`config.mk`:
```
export PLATFORM = sky130hd
export DESIGN_NAME = ss_mem_arbiter
export DESIGN_NICKNAME = d
export VERILOG_FILES = /design/src/rtl/ss_mem_arbiter_pkg.sv /design/src/rtl/ss_mem_arbiter_cache.sv /design/src/rtl/ss_mem_arbiter.sv
export SDC_FILE = /design/constraint.sdc
export NUM_CORES = 1
export LEC_CHECK = 0
export CORE_MARGIN = 5
export CORE_UTILIZATION = 40
export DETAILED_ROUTE_END_ITERATION = 6
export GPL_TIMING_DRIVEN = 0
export PLACE_DENSITY = 0.81
export SYNTH_ARGS = -nofsm -noshare
export SYNTH_HDL_FRONTEND = slang
export SYNTH_SLANG_ARGS = --single-unit
```
`constraint.sdc`:
```
create_clock -name clk -period 3.4 [get_ports clk]
set_input_delay 0.34 -clock clk [delete_from_list [all_inputs] [get_ports clk]]
set_output_delay 0.34 -clock clk [all_outputs]
set_load 0.05 [all_outputs]
```
`src/rtl/ss_mem_arbiter_pkg.sv`:
```
// Shared types for the stack-cache memory arbiter.
// Holds stack-op, FSM state and grant-owner enums.
package ss_mem_arbiter_pkg;

  typedef enum logic [1:0] {
    SOP_LOAD,
    SOP_PUSH,
    SOP_POP,
    SOP_PICK
  } sop_e;

  typedef enum logic [1:0] {
    IDLE,
    EXEC,
    WAIT
  } arb_st_e;

  typedef enum logic {
    OWN_DS,
    OWN_RS
  } own_e;

  localparam int STK_DEPTH = 64;
  localparam int SSZ       = $clog2(STK_DEPTH);

endpackage

```
`src/rtl/ss_mem_arbiter_cache.sv`:
```
// Per-stack TOS/SP cache: holds tos and sp, flags illegal ops, makes RAM address.
// Ports: clk/rst, op+idx, update strobes, vi/rd data; outputs tos, sp, err, addr.
module ss_mem_arbiter_cache
  import ss_mem_arbiter_pkg::*;
#(
  parameter int DEPTH = 64,
  parameter int DSZ   = 32,
  parameter int ASZ   = 15,
  parameter int BASE  = 0
) (
  input  logic                     clk,
  input  logic                     rst,
  input  sop_e                     op,
  input  logic [$clog2(DEPTH)-1:0] idx,
  input  logic                     ld_vi,
  input  logic                     ld_rd,
  input  logic                     inc_sp,
  input  logic                     dec_sp,
  input  logic [DSZ-1:0]           vi,
  input  logic [DSZ-1:0]           rd,
  output logic [DSZ-1:0]           tos,
  output logic [$clog2(DEPTH):0]   sp,
  output logic                     err,
  output logic [ASZ-1:0]           addr
);

  localparam int IW = $clog2(DEPTH);

  logic [DSZ-1:0] tos_q, tos_d;
  logic [IW:0]    sp_q, sp_d;
  logic [IW:0]    idx_ext;
  logic [ASZ-1:0] base_a, sp_a, idx_a;

  assign idx_ext = {1'b0, idx};
  assign base_a  = ASZ'(BASE);
  assign sp_a    = ASZ'(sp_q);
  assign idx_a   = ASZ'(idx);

  always_comb begin
    tos_d = tos_q;
    sp_d  = sp_q;
    if (ld_vi) tos_d = vi;
    if (ld_rd) tos_d = rd;
    if (inc_sp) sp_d = sp_q + 1'b1;
    if (dec_sp) sp_d = sp_q - 1'b1;
  end

  always_comb begin
    err  = 1'b0;
    addr = base_a;
    unique case (1'b1)
      (op == SOP_PUSH): begin
        err  = (sp_q == (IW+1)'(DEPTH));
        addr = base_a + sp_a;
      end
      (op == SOP_POP): begin
        err  = (sp_q == '0);
        addr = base_a + sp_a - 1'b1;
      end
      (op == SOP_PICK): begin
        err  = (idx_ext >= sp_q);
        addr = base_a + sp_a - 1'b1 - idx_a;
      end
      default: ;
    endcase
  end

  always_ff @(posedge clk) begin
    if (rst) begin
      tos_q <= '1;
      sp_q  <= '0;
    end else begin
      tos_q <= tos_d;
      sp_q  <= sp_d;
    end
  end

  assign tos = tos_q;
  assign sp  = sp_q;

endmodule

```
`src/rtl/ss_mem_arbiter.sv`:
```
// Round-robin arbiter sharing one single-port RAM between DS and RS caches.
// Ports: ds_*/rs_* req/ack stack-op channels, mem_* RAM master signals.
module ss_mem_arbiter
  import ss_mem_arbiter_pkg::*;
#(
  parameter int DEPTH   = STK_DEPTH,
  parameter int DSZ     = 32,
  parameter int ASZ     = 15,
  parameter int DS_BASE = 0,
  parameter int RS_BASE = 64
) (
  input  logic                   clk,
  input  logic                   rst,
  input  logic                   ds_req,
  input  logic [1:0]             ds_op,
  input  logic [DSZ-1:0]         ds_vi,
  output logic                   ds_ack,
  output logic                   ds_err,
  output logic [DSZ-1:0]         ds_tos,
  output logic [$clog2(DEPTH):0] ds_sp,
  input  logic                   rs_req,
  input  logic [1:0]             rs_op,
  input  logic [DSZ-1:0]         rs_vi,
  output logic                   rs_ack,
  output logic                   rs_err,
  output logic [DSZ-1:0]         rs_tos,
  output logic [$clog2(DEPTH):0] rs_sp,
  output logic                   mem_we,
  output logic [3:0]             mem_bmsk,
  output logic [ASZ-1:0]         mem_ai,
  output logic [DSZ-1:0]         mem_vi,
  input  logic [DSZ-1:0]         mem_vo
);

  localparam int IW = $clog2(DEPTH);

  arb_st_e        state_q, state_d;
  own_e           own_q, own_d;
  own_e           last_q, last_d;
  sop_e           op_q, op_d;
  logic [DSZ-1:0] vi_q, vi_d;
  logic           ds_ack_q, ds_ack_d;
  logic           ds_err_q, ds_err_d;
  logic           rs_ack_q, rs_ack_d;
  logic           rs_err_q, rs_err_d;

  logic ds_elig, rs_elig, grant_rs;
  logic ack, nak;
  logic ld_vi, ld_rd, inc_sp, dec_sp;
  logic we_c;
  logic is_ds, is_rs;

  logic           ds_c_err, rs_c_err, cur_err;
  logic [ASZ-1:0] ds_c_addr, rs_c_addr, cur_addr;
  logic [DSZ-1:0] cur_tos;

  assign is_ds = (own_q == OWN_DS);
  assign is_rs = (own_q == OWN_RS);

  assign cur_err  = is_ds ? ds_c_err  : rs_c_err;
  assign cur_addr = is_ds ? ds_c_addr : rs_c_addr;
  assign cur_tos  = is_ds ? ds_tos    : rs_tos;

  // A held req must not be re-granted in its own ack cycle.
  assign ds_elig = ds_req & ~ds_ack_q;
  assign rs_elig = rs_req & ~rs_ack_q;

  always_comb begin
    state_d  = state_q;
    own_d    = own_q;
    last_d   = last_q;
    op_d     = op_q;
    vi_d     = vi_q;
    grant_rs = 1'b0;
    ack      = 1'b0;
    nak      = 1'b0;
    ld_vi    = 1'b0;
    ld_rd    = 1'b0;
    inc_sp   = 1'b0;
    dec_sp   = 1'b0;
    we_c     = 1'b0;
    mem_ai   = '0;
    mem_vi   = '0;
    unique case (state_q)
      IDLE: begin
        if (ds_elig | rs_elig) begin
          grant_rs = rs_elig & (~ds_elig | (last_q == OWN_DS));
          own_d    = grant_rs ? OWN_RS : OWN_DS;
          last_d   = own_d;
          op_d     = grant_rs ? sop_e'(rs_op) : sop_e'(ds_op);
          vi_d     = grant_rs ? rs_vi : ds_vi;
          state_d  = EXEC;
        end
      end
      EXEC: begin
        if (cur_err) begin
          ack     = 1'b1;
          nak     = 1'b1;
          state_d = IDLE;
        end else begin
          unique case (op_q)
            SOP_LOAD: begin
              ld_vi   = 1'b1;
              ack     = 1'b1;
              state_d = IDLE;
            end
            SOP_PUSH: begin
              we_c    = 1'b1;
              mem_ai  = cur_addr;
              mem_vi  = cur_tos;
              ld_vi   = 1'b1;
              inc_sp  = 1'b1;
              ack     = 1'b1;
              state_d = IDLE;
            end
            SOP_POP, SOP_PICK: begin
              mem_ai  = cur_addr;
              state_d = WAIT;
            end
            default: state_d = IDLE;
          endcase
        end
      end
      WAIT: begin
        ld_rd   = 1'b1;
        dec_sp  = (op_q == SOP_POP);
        ack     = 1'b1;
        state_d = IDLE;
      end
      default: state_d = IDLE;
    endcase
    ds_ack_d = ack & is_ds;
    ds_err_d = nak & is_ds;
    rs_ack_d = ack & is_rs;
    rs_err_d = nak & is_rs;
  end

  assign mem_we   = we_c & ~rst;
  assign mem_bmsk = {4{mem_we}};

  always_ff @(posedge clk) begin
    if (rst) begin
      state_q  <= IDLE;
      own_q    <= OWN_DS;
      last_q   <= OWN_RS;
      op_q     <= SOP_LOAD;
      vi_q     <= '0;
      ds_ack_q <= 1'b0;
      ds_err_q <= 1'b0;
      rs_ack_q <= 1'b0;
      rs_err_q <= 1'b0;
    end else begin
      state_q  <= state_d;
      own_q    <= own_d;
      last_q   <= last_d;
      op_q     <= op_d;
      vi_q     <= vi_d;
      ds_ack_q <= ds_ack_d;
      ds_err_q <= ds_err_d;
      rs_ack_q <= rs_ack_d;
      rs_err_q <= rs_err_d;
    end
  end

  assign ds_ack = ds_ack_q;
  assign ds_err = ds_err_q;
  assign rs_ack = rs_ack_q;
  assign rs_err = rs_err_q;

  ss_mem_arbiter_cache #(
    .DEPTH(DEPTH), .DSZ(DSZ), .ASZ(ASZ), .BASE(DS_BASE)
  ) u_ds (
    .clk   (clk),
    .rst   (rst),
    .op    (op_q),
    .idx   (vi_q[IW-1:0]),
    .ld_vi (ld_vi & is_ds),
    .ld_rd (ld_rd & is_ds),
    .inc_sp(inc_sp & is_ds),
    .dec_sp(dec_sp & is_ds),
    .vi    (vi_q),
    .rd    (mem_vo),
    .tos   (ds_tos),
    .sp    (ds_sp),
    .err   (ds_c_err),
    .addr  (ds_c_addr)
  );

  ss_mem_arbiter_cache #(
    .DEPTH(DEPTH), .DSZ(DSZ), .ASZ(ASZ), .BASE(RS_BASE)
  ) u_rs (
    .clk   (clk),
    .rst   (rst),
    .op    (op_q),
    .idx   (vi_q[IW-1:0]),
    .ld_vi (ld_vi & is_rs),
    .ld_rd (ld_rd & is_rs),
    .inc_sp(inc_sp & is_rs),
    .dec_sp(dec_sp & is_rs),
    .vi    (vi_q),
    .rd    (mem_vo),
    .tos   (rs_tos),
    .sp    (rs_sp),
    .err   (rs_c_err),
    .addr  (rs_c_addr)
  );

endmodule

```
# Word level (Yosys, flattened, before mapping)
# Index checks and enable logic that the tools add are counted.
totals:
  out_inout_bits: 134
  reg_bits: 120
  input_bits: 104
op_classes:
  n_mux: 40
  reduce_logical: 12
  addsub: 9
  n_lt_le_gt_ge: 2
  n_bitwise: 24
  eq_ne: 8
op_table:
  columns: ["operator", "n"]
  rows:
  - ["32-bit 2-to-1 mux", 9]
  - ["15-bit one-hot mux with 3 select lines", 2]
  - ["15-bit 2-to-1 mux", 4]
  - ["15-bit by 6-bit subtractor with 15-bit output", 2]
  - ["7-bit 2-to-1 mux", 4]
  - ["1-bit bitwise AND", 16]
  - ["15-bit by 1-bit subtractor with 15-bit output, second input constant", 1]
  - ["7-bit by 1-bit adder with 7-bit output, second input constant", 2]
  - ["7-bit equality test, second input constant", 2]
  - ["6-bit by 7-bit >= comparator with 1-bit output", 2]
  - ["7-bit zero test", 2]
  - ["7-bit by 1-bit subtractor with 7-bit output, second input constant", 2]
  - ["1-bit 2-to-1 mux", 13]
  - ["7-bit by 7-bit adder with 8-bit output, first input constant", 1]
  - ["2-bit one-hot mux with 2 select lines", 2]
  - ["2-bit nonzero test", 4]
  - ["7-bit by 1-bit subtractor with 8-bit output, second input constant", 1]
  - ["2-bit equality test, second input constant", 3]
  - ["2-bit 2-to-1 mux", 3]
  - ["1-bit NOT", 6]
  - ["1-bit one-hot mux with 3 select lines", 2]
  - ["2-bit by 1-bit equality test with 1-bit output, second input constant", 2]
  - ["2-bit zero test", 2]
  - ["2-bit OR reduction", 2]
  - ["other kinds (5)", 6]

# Depth between registers and ports, before layout
logic_depth:
  word_depth: 8
  depth_mapped: 12
  mapped_depth_nobuf: 12

# Modules after synthesis
# From an unflattened synthesis, not the netlist that was laid out.
hier_totals:
  cells_unflattened: 951
  hier_area_um2: 8104.0
by_module_without_submodules:
  columns: ["module", "seq_area_each_um2", "n_inst", "area_each_um2", "cells_per_inst"]
  rows:
  - ["ss_mem_arbiter_cache at u_ds", 780.7, 1, 2811.4, 316]
  - ["ss_mem_arbiter_cache at u_rs", 780.7, 1, 2790.2, 320]
  - ["ss_mem_arbiter", 840.8, 1, 2502.4, 315]

# Worst setup path before layout
# OpenSTA, ideal clock, no wires.
synth_path:
  path_kind: "register -> output"
  from: "register u_rs.sp_q[0] (netlist: u_rs.sp[0])"
  to: "output port mem_ai[6]"
  stages_incl_launch_ff: 11
  setup_slack_ns: -0.828
  path_buffers: 0
  t_required_ns: 3.060
  arrival_time_ns: 3.888
  path_cell_list: "dfxtp_1 > inv_1 > ha_1 > xor2_1 > ha_1 > nor2b_1 > o2111ai_1 > nand4b_1 > mux2_2 > o221ai_1 > o32ai_1"
synth_via:
  elab_chain_cells: 8
  word_cells_on_any_way: 13
  cone_classes: "3 x add/sub; 1 x order compare; 1 x eq/ne; 7 x mux; 1 x reduce/logical"
synth_rtl:
  columns: ["item", "line", "rtl"]
  rows:
  - ["from (decl)", "ss_mem_arbiter_cache.sv:30", "logic [IW:0] sp_q, sp_d;"]
  - ["from (signal assigned)", "ss_mem_arbiter_cache.sv:74", "sp_q <= sp_d;"]
  - ["7-bit by 7-bit adder with 8-bit output", "ss_mem_arbiter_cache.sv:54, ss_mem_arbiter_cache.sv:58, ss_mem_arbiter_cache.sv:62", null]
  - ["15-bit by 1-bit subtractor with 15-bit output", "ss_mem_arbiter_cache.sv:58, ss_mem_arbiter_cache.sv:62", null]
  - ["15-bit by 6-bit subtractor with 15-bit output", "ss_mem_arbiter_cache.sv:62", "addr = base_a + sp_a - 1'b1 - idx_a;"]
  - ["15-bit one-hot mux with 3 select lines", "ss_mem_arbiter_cache.sv:51", "unique case (1'b1)"]
  - ["15-bit 2-to-1 mux", "ss_mem_arbiter.sv:61", "assign cur_addr = is_ds ? ds_c_addr : rs_c_addr;"]
  - ["15-bit 2-to-1 mux", "ss_mem_arbiter.sv:101", "unique case (op_q)"]
  - ["15-bit 2-to-1 mux *", "ss_mem_arbiter.sv:96", "if (cur_err) begin"]
  - ["15-bit 2-to-1 mux *", "ss_mem_arbiter.sv:84", "unique case (state_q)"]
  - ["to (decl)", "ss_mem_arbiter.sv:30", "output logic [ASZ-1:0] mem_ai,"]
# Mark *: on every way between the ends. The rest lies on a longest branch, timed or not.

# Worst setup path in the final report
layout_path:
  from: "register u_ds.sp_q[2] (netlist: u_ds.sp[2])"
  to: "output port mem_ai[11]"
layout_via:
  elab_chain_cells: 7
  word_cells_on_any_way: 12
  cone_classes: "2 x add/sub; 1 x order compare; 1 x eq/ne; 7 x mux; 1 x reduce/logical"
layout_rtl:
  columns: ["item", "line"]
  rows:
  - ["from (decl)", "ss_mem_arbiter_cache.sv:30"]
  - ["from (signal assigned)", "ss_mem_arbiter_cache.sv:74"]
  - ["7-bit by 1-bit subtractor with 8-bit output", "ss_mem_arbiter_cache.sv:58, ss_mem_arbiter_cache.sv:62"]
  - ["15-bit by 6-bit subtractor with 15-bit output", "ss_mem_arbiter_cache.sv:62"]
  - ["15-bit one-hot mux with 3 select lines", "ss_mem_arbiter_cache.sv:51"]
  - ["15-bit 2-to-1 mux", "ss_mem_arbiter.sv:61"]
  - ["15-bit 2-to-1 mux", "ss_mem_arbiter.sv:101"]
  - ["15-bit 2-to-1 mux *", "ss_mem_arbiter.sv:96"]
  - ["15-bit 2-to-1 mux *", "ss_mem_arbiter.sv:84"]
# Marked as above.

==> impl_metrics.ini <==
[status]
status = finished with violations
violations = negative setup slack

[floorplan]
start_util = 0.4020
fp.dieH_um = 151.9
rows = 52
pin_count = 238
dieArea_um2 = 23080
dieWidth_um = 151.9
core_um2 = 20040

[critical_path]
reg2reg_slack_ps = 240
worstSetupStartpointType = flip-flop
max_stage_delay_ps = 560
startpoint = u_ds.sp[2]$_SDFFE_PP0P_
r2r_start = op_q[0]$_SDFFE_PP0P_
worst-r2r-cell-count = 11
arrival_ps = 3190
r2r_end = u_rs.sp[6]$_SDFFE_PP0P_
cpMostUsedCell = a21oi_2
worstPathRequired_ps = 3060
cp_max_fo = 3
worstSetupEndpoint = mem_ai[11]
slowest_stage = or4_4
critPathKind = reg -> out
crit_path_cell_trace = or4_4, or3_4, nand2_8, ha_4, a21oi_2, a21oi_2, buf_6, o32ai_4, a21oi_4, nor2_4, buf_8
cp-end-kind = output pin

[pwr]
ir_worst_vdd_uv = 437.5
power_uw = 5424
p_leak_uw = 0.004500
powerDensity_nw_per_um2 = 455.7

[clock_network]
cts_max_level = 4
clock_latency_ps = 430
cts_tree = built
clockBufferDepth = 2
cts_buffers = 17
cts.sinks = 120
clk_pin_slew_ps = 60
root_buffer = clkbuf_16

[place]
gp_congestion = 0.9794
portBuffers = 237
dp_cells = 1524
dp_hpwl_mm = 24.10

[yosys]
ys_ff_latch = 120
synth_edf_count = 0
synth.avg_cell_area_um2 = 7.921
synthCells = 1017
async_reset_ff_frac = 0
syn-num-nets = 1166
yosys_warnings = 0
synth_cell_types = 68
ys_seq_area_frac = 0.2982
syn_area_um2 = 8055
ys.flop_type = dfxtp_1

[timing]
timing.setup.tns_ps = -864.9
period_needed_ps = 3529
slew_violations = 0
rsz0062_at_grt = true
worst_slew_margin_rel = 0.2892
fmax_ghz = 0.2834
fin_crit_sh = 1.038
worst_slack_ps = -128.8
setup_violations = 9
worstMarginPinSlew_ps = 1066
fin_skew_ps = 12.44
hold_viol = 0

[global_routing]
grt_pass1_vias = 8867
grt_usage = 0.2694
antenna_found_initial = 0
grt_overflow = 0
grt_pass1_wl_mm = 50.07
grt_max_degree = 17

[routing]
first_iter_violations = 1040
drt-total-wl_mm = 32.81
vias = 9174
avgViaCountPerCell = 5.832
drc_errors = 0
dr.pass1.iters = 6
antenna_left = 0
wl_per_cell_um = 20.86

[layout]
layout-area-overhead-vs-synth_pct = 47.78
stdcell_count = 1573
finalNetCount = 1439
diodes = 0
drive_gt1_frac = 0.1719

[worst_hold_path]
hold_path_class = reg -> reg

[flow_run]
cap_violations = 0
[worst min path at each step]
stage	start	endpoint	cells past startpoint
2_1_floorplan	last_q$_SDFFE_PP1P_	last_q$_SDFFE_PP1P_	1
3_3_place_gp	u_rs.tos[8]$_SDFFE_PP1P_	u_rs.tos[8]$_SDFFE_PP1P_	1
3_5_place_dp	last_q$_SDFFE_PP1P_	last_q$_SDFFE_PP1P_	1
4_1_cts	u_rs.tos[8]$_SDFFE_PP1P_	u_rs.tos[8]$_SDFFE_PP1P_	1
5_1_grt	u_rs.tos[18]$_SDFFE_PP1P_	u_rs.tos[18]$_SDFFE_PP1P_	1
6_report	u_rs.tos[8]$_SDFFE_PP1P_	u_rs.tos[8]$_SDFFE_PP1P_	1
[state kept, by name (all words and copies together), names as in the netlist, 2 cells and up]
register,flops
op_q,2
state_q,2
u_ds.sp,7
u_ds.tos,32
u_rs.sp,7
u_rs.tos,32
vi_q,32
[worst max-delay path, delay by kind of cell, from the launching register on]
kind	cells	cell delay (ps)
and+or+nand+nor	4	1250
AOI/OAI and AO/OA	4	660
DFF	1	360
buffers and inverters	2	300
adders and majority gates	1	200
[cell type report]
type | instances | area, um2
Tap cell | 270 | 337.8
Buffer | 75 | 382.9
Clock inverter | 12 | 163.9
Inverter | 33 | 145.1
Timing Repair Buffer | 257 | 2394
Sequential cell | 120 | 2435
Fill cell | 1820 | 8135
Multi-Input combinational cell | 786 | 5579
Clock buffer | 20 | 466.7
[Yosys cell counts (3+ instances only)]
cell	n	area share
nand2b_1	39	0.030
dfxtp_1	120	0.30
o31ai_1	4	0.0037
nand2_1	123	0.057
xnor2_1	18	0.020
ha_1	41	0.064
nor2b_1	16	0.012
o221ai_1	3	0.0033
o22ai_1	5	0.0039
o21a_1	6	0.0056
o32ai_1	3	0.0033
clkbuf_1	46	0.021
buf_2	14	0.0087
xor2_1	5	0.0054
buf_1	3	0.0014
o21ai_0	51	0.032
nor3_1	15	0.0093
mux2i_1	76	0.094
a21oi_1	58	0.036
a31oi_1	3	0.0023
inv_1	31	0.014
fa_1	4	0.0099
a221oi_1	5	0.0054
a211o_1	34	0.037
a211oi_1	46	0.043
o211ai_1	10	0.0093
a221o_1	3	0.0037
mux2_2	3	0.0042
nand3_1	65	0.040
buf_6	5	0.0070
and2_1	3	0.0023
buf_4	7	0.0065
clkbuf_8	3	0.0051
nor2_1	105	0.049
[where the power goes]
part / leakage, uW / internal, uW / switching (uW)
logic: 0.00320 / 691 / 1130
registers: 0.000993 / 1530 / 119
clock network: 0.000307 / 1220 / 736
[cells by family after synthesis]
family          synth area share
simple gates              0.2258
buf+inv                  0.06555
xor+xnor                 0.02501
mux                      0.09863
flops                     0.2982
compound gates            0.2131
fa+ha+maj                0.07363
[layer usage]
| layer | vias up | global-route usage | share of wire |
|---|---|---|---|
| met2 | 610 | 0.4369 | 0.47 |
| met4 | 0 | 0.1015 | 0.036 |
| met3 | 102 | 0.06570 | 0.099 |
| li1 | 4155 | - | - |
| met1 | 4307 | 0.3479 | 0.40 |
| met5 | - | 0 | 0 |
[metrics by stage]
stage	utilization	hold slack [ps]	setup slack, ps	cell area [um2]
global placement	0.5425	469.8	-830.0	10870
CTS	0.5904	488.8	-204.9	11830
finish	0.5940	486.0	-128.8	11900
floorplan	-	456.0	-80.29	8160
detailed placement	0.5425	476.4	-810.0	10870
global route	0.5940	508.9	-191.6	11900
[cell usage in the layout (no fill, tap or decap), drive strengths merged, types with 5 or more instances in the layout]
cell	count
nor2	107
a21oi	58
clkinv	7
a221oi	5
o31ai	5
nor2b	16
xor2	5
nand3	66
ha	41
xnor2	18
o211ai	10
o22ai	5
a31oi	5
buf	64
mux2i	76
a211oi	47
o21a	6
nand2	124
inv	31
nand2b	40
clkdlybuf4s50	185
nor3	15
dfxtp	120
clkbuf	97
a211o	34
o21ai	52
[timing repair]
item	in CTS	in global routing
gates resized for setup	209	100
setup endpoints to repair	52	53
pin swaps	15	18
hold buffers	0	0
buffers inserted	18	3
Power figures use the tool's default switching activity.
